**src/rtl/clock_sel_ctrl.sv**
```systemverilog
`default_nettype none
// ============================================================================
// Module   : clock_sel_ctrl
// Purpose  : Safe switching sequencer for the 2-bit select of a 4-input clock
//            mux. It accepts a frequency-change request over a valid/ready
//            handshake, then gates the downstream clock off, waits, changes
//            the select, waits again and re-enables the gate. It runs on the
//            free-running system clock, never on a muxed clock.
// Revision : 1.0 - initial release
// ----------------------------------------------------------------------------
// Parameters
//   SEL_W          width of mux select / request code
//   SETTLE_CYCLES  cycles held in each wait phase (>= 1)
//   CNT_W          settle counter width (2**CNT_W > SETTLE_CYCLES)
//   RESET_SEL      select value driven out of reset
// Ports
//   clk          in   1      system clock, rising edge
//   rst          in   1      asynchronous reset, active-high
//   sel_lock     in   1      (SEL_LOCK_EN only) refuse new requests
//   req_valid    in   1      request to switch to req_sel
//   req_sel      in   SEL_W  requested mux select
//   req_ready    out  1      controller idle, can accept a request
//   sel          out  SEL_W  registered select to the clock mux
//   clk_gate_en  out  1      1 = downstream muxed clock enabled
//   busy         out  1      switch sequence in progress
//   done         out  1      one-cycle pulse: sequence done / no-op retired
//   reject       out  1      (SEL_LOCK_EN only) one-cycle pulse: request
//                            consumed while locked
// Configuration
//   SEL_LOCK_EN    define to add the sel_lock input and reject output
// ============================================================================
module clock_sel_ctrl #(
  parameter int SEL_W         = 2,
  parameter int SETTLE_CYCLES = 16,
  parameter int CNT_W         = 8,
  parameter int RESET_SEL     = 0
) (
  input  logic             clk,
  input  logic             rst,
`ifdef SEL_LOCK_EN
  input  logic             sel_lock,
  output logic             reject,
`endif
  input  logic             req_valid,
  input  logic [SEL_W-1:0] req_sel,
  output logic             req_ready,
  output logic [SEL_W-1:0] sel,
  output logic             clk_gate_en,
  output logic             busy,
  output logic             done
);

  // --------------------------------------------------------------------------
  // Constants
  // --------------------------------------------------------------------------
  localparam logic [SEL_W-1:0] SEL_RST  = SEL_W'(RESET_SEL);
  localparam logic [CNT_W-1:0] CNT_LOAD = CNT_W'(SETTLE_CYCLES - 1);
  localparam logic [CNT_W-1:0] CNT_ZERO = '0;
  localparam logic [CNT_W-1:0] CNT_ONE  = CNT_W'(1);

  typedef enum logic [1:0] {
    ST_IDLE        = 2'd0,
    ST_GATE_OFF    = 2'd1,
    ST_SWITCH_WAIT = 2'd2,
    ST_DONE        = 2'd3
  } state_t;

  // --------------------------------------------------------------------------
  // State and output registers
  // --------------------------------------------------------------------------
  state_t           state_q,       state_d;
  logic [CNT_W-1:0] cnt_q,         cnt_d;
  logic [SEL_W-1:0] target_q,      target_d;
  logic [SEL_W-1:0] sel_q,         sel_d;
  logic             gate_en_q,     gate_en_d;
  logic             req_ready_q,   req_ready_d;
  logic             busy_q,        busy_d;
  logic             done_q,        done_d;
`ifdef SEL_LOCK_EN
  logic             reject_q,      reject_d;
`endif

  // Handshake transfer: only meaningful while idle, since req_ready is low
  // for the whole sequence.
  logic accept;
  assign accept = req_valid & req_ready_q;

  // --------------------------------------------------------------------------
  // Next-state and output logic
  // --------------------------------------------------------------------------
  always_comb begin
    state_d     = state_q;
    cnt_d       = cnt_q;
    target_d    = target_q;
    sel_d       = sel_q;
    gate_en_d   = gate_en_q;
    req_ready_d = req_ready_q;
    busy_d      = busy_q;
    done_d      = 1'b0;
`ifdef SEL_LOCK_EN
    reject_d    = 1'b0;
`endif

    case (state_q)
      ST_IDLE: begin
        req_ready_d = 1'b1;
        busy_d      = 1'b0;
        gate_en_d   = 1'b1;
        if (accept) begin
`ifdef SEL_LOCK_EN
          if (sel_lock) begin
            // Request is consumed but has no effect on the mux.
            reject_d = 1'b1;
          end else
`endif
          if (req_sel == sel_q) begin
            // Already on the requested clock: retire without gating.
            done_d = 1'b1;
          end else begin
            target_d    = req_sel;
            state_d     = ST_GATE_OFF;
            gate_en_d   = 1'b0;
            busy_d      = 1'b1;
            req_ready_d = 1'b0;
            cnt_d       = CNT_LOAD;
          end
        end
      end

      ST_GATE_OFF: begin
        // The select only moves here, with the downstream clock gated off.
        if (cnt_q == CNT_ZERO) begin
          sel_d   = target_q;
          cnt_d   = CNT_LOAD;
          state_d = ST_SWITCH_WAIT;
        end else begin
          cnt_d = cnt_q - CNT_ONE;
        end
      end

      ST_SWITCH_WAIT: begin
        if (cnt_q == CNT_ZERO) begin
          gate_en_d = 1'b1;
          done_d    = 1'b1;
          state_d   = ST_DONE;
        end else begin
          cnt_d = cnt_q - CNT_ONE;
        end
      end

      ST_DONE: begin
        busy_d      = 1'b0;
        req_ready_d = 1'b1;
        state_d     = ST_IDLE;
      end

      default: begin
        // Unreachable with a full 2-bit encoding; recover to reset values.
        state_d     = ST_IDLE;
        cnt_d       = CNT_ZERO;
        target_d    = SEL_RST;
        sel_d       = SEL_RST;
        gate_en_d   = 1'b1;
        req_ready_d = 1'b1;
        busy_d      = 1'b0;
        done_d      = 1'b0;
      end
    endcase
  end

  // --------------------------------------------------------------------------
  // Registers (asynchronous reset aborts any sequence immediately)
  // --------------------------------------------------------------------------
  always_ff @(posedge clk or posedge rst) begin
    if (rst) begin
      state_q     <= ST_IDLE;
      cnt_q       <= CNT_ZERO;
      target_q    <= SEL_RST;
      sel_q       <= SEL_RST;
      gate_en_q   <= 1'b1;
      req_ready_q <= 1'b1;
      busy_q      <= 1'b0;
      done_q      <= 1'b0;
    end else begin
      state_q     <= state_d;
      cnt_q       <= cnt_d;
      target_q    <= target_d;
      sel_q       <= sel_d;
      gate_en_q   <= gate_en_d;
      req_ready_q <= req_ready_d;
      busy_q      <= busy_d;
      done_q      <= done_d;
    end
  end

`ifdef SEL_LOCK_EN
  always_ff @(posedge clk or posedge rst) begin
    if (rst) begin
      reject_q <= 1'b0;
    end else begin
      reject_q <= reject_d;
    end
  end

  assign reject = reject_q;
`endif

  // --------------------------------------------------------------------------
  // Outputs
  // --------------------------------------------------------------------------
  assign sel         = sel_q;
  assign clk_gate_en = gate_en_q;
  assign req_ready   = req_ready_q;
  assign busy        = busy_q;
  assign done        = done_q;

endmodule
`default_nettype wire

```
**config.mk**
```make
export PLATFORM = sky130hd
export DESIGN_NAME = clock_sel_ctrl
export DESIGN_NICKNAME = d
export VERILOG_FILES = /design/src/rtl/clock_sel_ctrl.sv
export SDC_FILE = /design/constraint.sdc
export NUM_CORES = 1
export LEC_CHECK = 0
export ABC_AREA = 1
export CORE_MARGIN = 3
export CORE_UTILIZATION = 54
export CTS_CLUSTER_SIZE = 16
export DETAILED_ROUTE_END_ITERATION = 7
export PLACE_DENSITY = 0.76
export SYNTH_ARGS = -nofsm -noshare
export SYNTH_HDL_FRONTEND = slang
export SYNTH_SLANG_ARGS = --single-unit
```
**constraint.sdc**
```tcl
create_clock -name clk -period 1.6 [get_ports clk]
set_input_delay 0.48 -clock clk [delete_from_list [all_inputs] [get_ports clk]]
set_output_delay 0.48 -clock clk [all_outputs]
set_load 0.005 [all_outputs]
```
==> impl_metrics.json <==
{
  "sum_of_negative_setup_slack_ns": 0,
  "synth_xor_area_share_pct": 4.13,
  "fmaxAchievable_mhz": 648,
  "critPathMaxFanout": 2,
  "number_of_hold_violations_in_the_final_report": 0,
  "via_count": 930,
  "period_needed_ns": 1.54,
  "synth_warnings": 0,
  "final_critical_path_setup_slack_ns": 0.0574,
  "clock_tree.htree_level_count": 1,
  "met3RoutedLength_um": 59,
  "route.final.wire_length_um": 2080,
  "grt_max_degree": 19,
  "r2r_cells": 10,
  "outcome": "complete, no violations",
  "relSlewSlack_pct": 77.4,
  "synth_compound_area_share_pct": 9.92,
  "final_min_period_over_clock_period_pct": 96.4,
  "placed_cells": 182,
  "crit_path_start_kind": "register",
  "critPathMaxStageDelay_ns": 0.54,
  "routed-wl-met2_um": 1070,
  "synth_largest_type_area_fraction_pct": 37.8,
  "wire_per_inst_um": 11.1,
  "die_area_mm2": 0.00253,
  "power.density_cell_area_mw_per_mm2": 2060,
  "area_of_the_mapped_netlist_mm2": 0.00106,
  "max_slew.worst_pin.slew_ns": 0.339,
  "hpwlAfterDp_um": 1610,
  "yosys.area.top_type": "dfrtp_1",
  "synth_top_family_by_area": "simple AND/OR/NAND/NOR gates",
  "stdcell_count": 188,
  "commonest_non_fill_non_tap_cell_in_the_layout": "nand2_1",
  "finalClockSkew_ns": 0.00655,
  "route.layer.met1.wl_um": 913,
  "area.growth.synth_to_final_pct": 23.7,
  "number_of_setup_violations_in_the_final_report": 0,
  "placementRows": 15,
  "antenna_found_initial": 0,
  "grt_setup_unrepaired": "no",
  "die_extent_in_y_um": 50.3,
  "critical-path-slowest-cell": "dfstp_2",
  "ys_types": 20,
  "worst_path_dominant_cell_family": "flip-flops",
  "ioPinCount": 11,
  "place_congestion": 0.881,
  "antenna_violating_nets_post_route": 0,
  "placeableCoreArea_mm2": 0.00178,
  "max_cap_viol_count": 0,
  "start_util_pct": 59.4,
  "critPathCaptureType": "output port",
  "holdCritPathClass": "primary input to asynchronous set/reset pin",
  "total_power_mw": 2.70,
  "clock_latency_ns": 0.30,
  "ys_seq_elements": 18,
  "drtPass1Iterations": 4,
  "count_of_buffers_inserted_at_the_top_level_ports": 10,
  "drive_above_1_share_pct": 20.2,
  "dpl_worst_slack_ns": -0.299,
  "remaining_drc_errors": 0,
  "die_width_um": 50.3,
  "post_synth_fa_ha_maj_area_fraction_pct": 5.90,
  "grt_pass1_wl_um": 3770,
  "cp_data_required_time_ns": 1.12,
  "clock_tree_from_tritoncts": "yes",
  "layout.cells.most_common_list": "47 x nand2_1, 17 x inv_1, 16 x dfrtp_1",
  "highest-signal-layer": "met4",
  "first_global_vias": 881,
  "cts_num_sinks": 18,
  "max-clock-path-buffers": 2,
  "syn-instance-count": 138,
  "synth-simple-area-share_pct": 29.5,
  "clk_transition_reported_paths_ns": 0.11,
  "worst_ep_arrival_time_ns": 1.06,
  "postSynthAreaPerCell_um2": 7.68,
  "crit_buf_inv": 1,
  "cts.root.buffer_cell": "clkbuf_4",
  "post_drt_via_cell_ratio": 4.95,
  "final_number_of_max_transition_violations": 0,
  "worstPathCellList": "dlygate4sd2_1",
  "final_net_count": 174,
  "vdd.ir_drop.worst_uv": 1520,
  "nets_in_the_synthesized_netlist": 148,
  "sequential_fraction_of_the_synthesis_area_pct": 42.7,
  "cts_hold_buf": 0,
  "synth.top_cells.by_area": "dfrtp_1 38%, nand2_1 17%, inv_1 6.4%",
  "timing_worst_setup_path_type": "register to output port",
  "grt_overflow": 0,
  "synth_mux_area_share_pct": 0,
  "global_routing_usage_summed_across_all_routing_layers_pct": 20.1,
  "antenna_cells": 0,
  "leakagePower_nw": 0.695,
  "drt_iter0_drc": 18,
  "cp.depth": 1,
  "cts_buffers": 3
}
## power breakdown
part           internal [mW]  switching, mW  total [mW]
Combinational          0.708          0.899        1.61
Sequential             0.663          0.140       0.803
Clock                  0.139          0.147       0.285
Total                   1.51           1.19        2.70
## through the flow
stage	area [um^2]	hold WS, ns	util [%]
after floorplan	1060	0.417	-
after global placement	1250	0.465	70.4
after detailed placement	1250	0.505	70.4
after CTS	1300	0.498	72.8
after global routing	1310	0.500	73.5
final	1310	0.499	73.5
## flip-flops by register name (all words and copies together) (netlist names)
signal	count
busy	1
clk_gate_en	1
cnt_q	8
done	1
req_ready	1
sel	2
state_q	2
target_q	2
## layout make-up
cell class / instances / area (um^2)
clock buffers: 4 / 36.3
multi-input cells: 100 / 536
repair buffers: 22 / 184
inverters: 19 / 71.3
well taps: 25 / 31.3
fillers: 148 / 472
flip-flops and latches: 18 / 453
## cell families (layout without fill, tap and decap cells)
| kind of cell | count (synthesis) | in the layout |
|---|---|---|
| fa+ha+maj | 5 | 5 |
| flops | 18 | 18 |
| buf+inv | 20 | 45 |
| compound gates | 18 | 18 |
| xor+xnor | 5 | 5 |
| simple gates | 72 | 72 |
## final timing paths
check                                        start                 endpoint  slack (ns)
max in group asynchronous                      rst  clk_gate_en$_DFFE_PP1P_        0.83
min                                            rst         busy$_DFFE_PP0P_        0.50
max reg2reg                   cnt_q[0]$_DFFE_PP0P_     cnt_q[6]$_DFFE_PP0P_        0.13
max                        clk_gate_en$_DFFE_PP1P_              clk_gate_en        0.06
min reg2reg                clk_gate_en$_DFFE_PP1P_  clk_gate_en$_DFFE_PP1P_        0.51
min in group clk           clk_gate_en$_DFFE_PP1P_  clk_gate_en$_DFFE_PP1P_        0.51
## metal layers
layer / up-vias / global-route usage (%)
li1: 482 / -
met1: 428 / 22.9
met2: 16 / 35.0
met3: 4 / 3.86
met4: 0 / 10.8
met5: - / 0
## Yosys cell counts, drive strengths merged
| cell | count |
|---|---|
| a21oi | 2 |
| buf | 1 |
| clkinv | 1 |
| dfrtp | 16 |
| dfstp | 2 |
| ha | 5 |
| inv | 18 |
| nand2 | 52 |
| nand3 | 7 |
| nand3b | 1 |
| nand4 | 1 |
| nor2 | 11 |
| o211ai | 3 |
| o21ai | 13 |
| xnor2 | 4 |
| xor2 | 1 |
## timing repair
| action | CTS | global route |
|---|---|---|
| endpoints found under the setup margin | 6 | 12 |
| pin swaps | 0 | 1 |
| setup buffers | 2 | 0 |
| resized for setup | 6 | 7 |
Power figures use the tool's default switching activity.
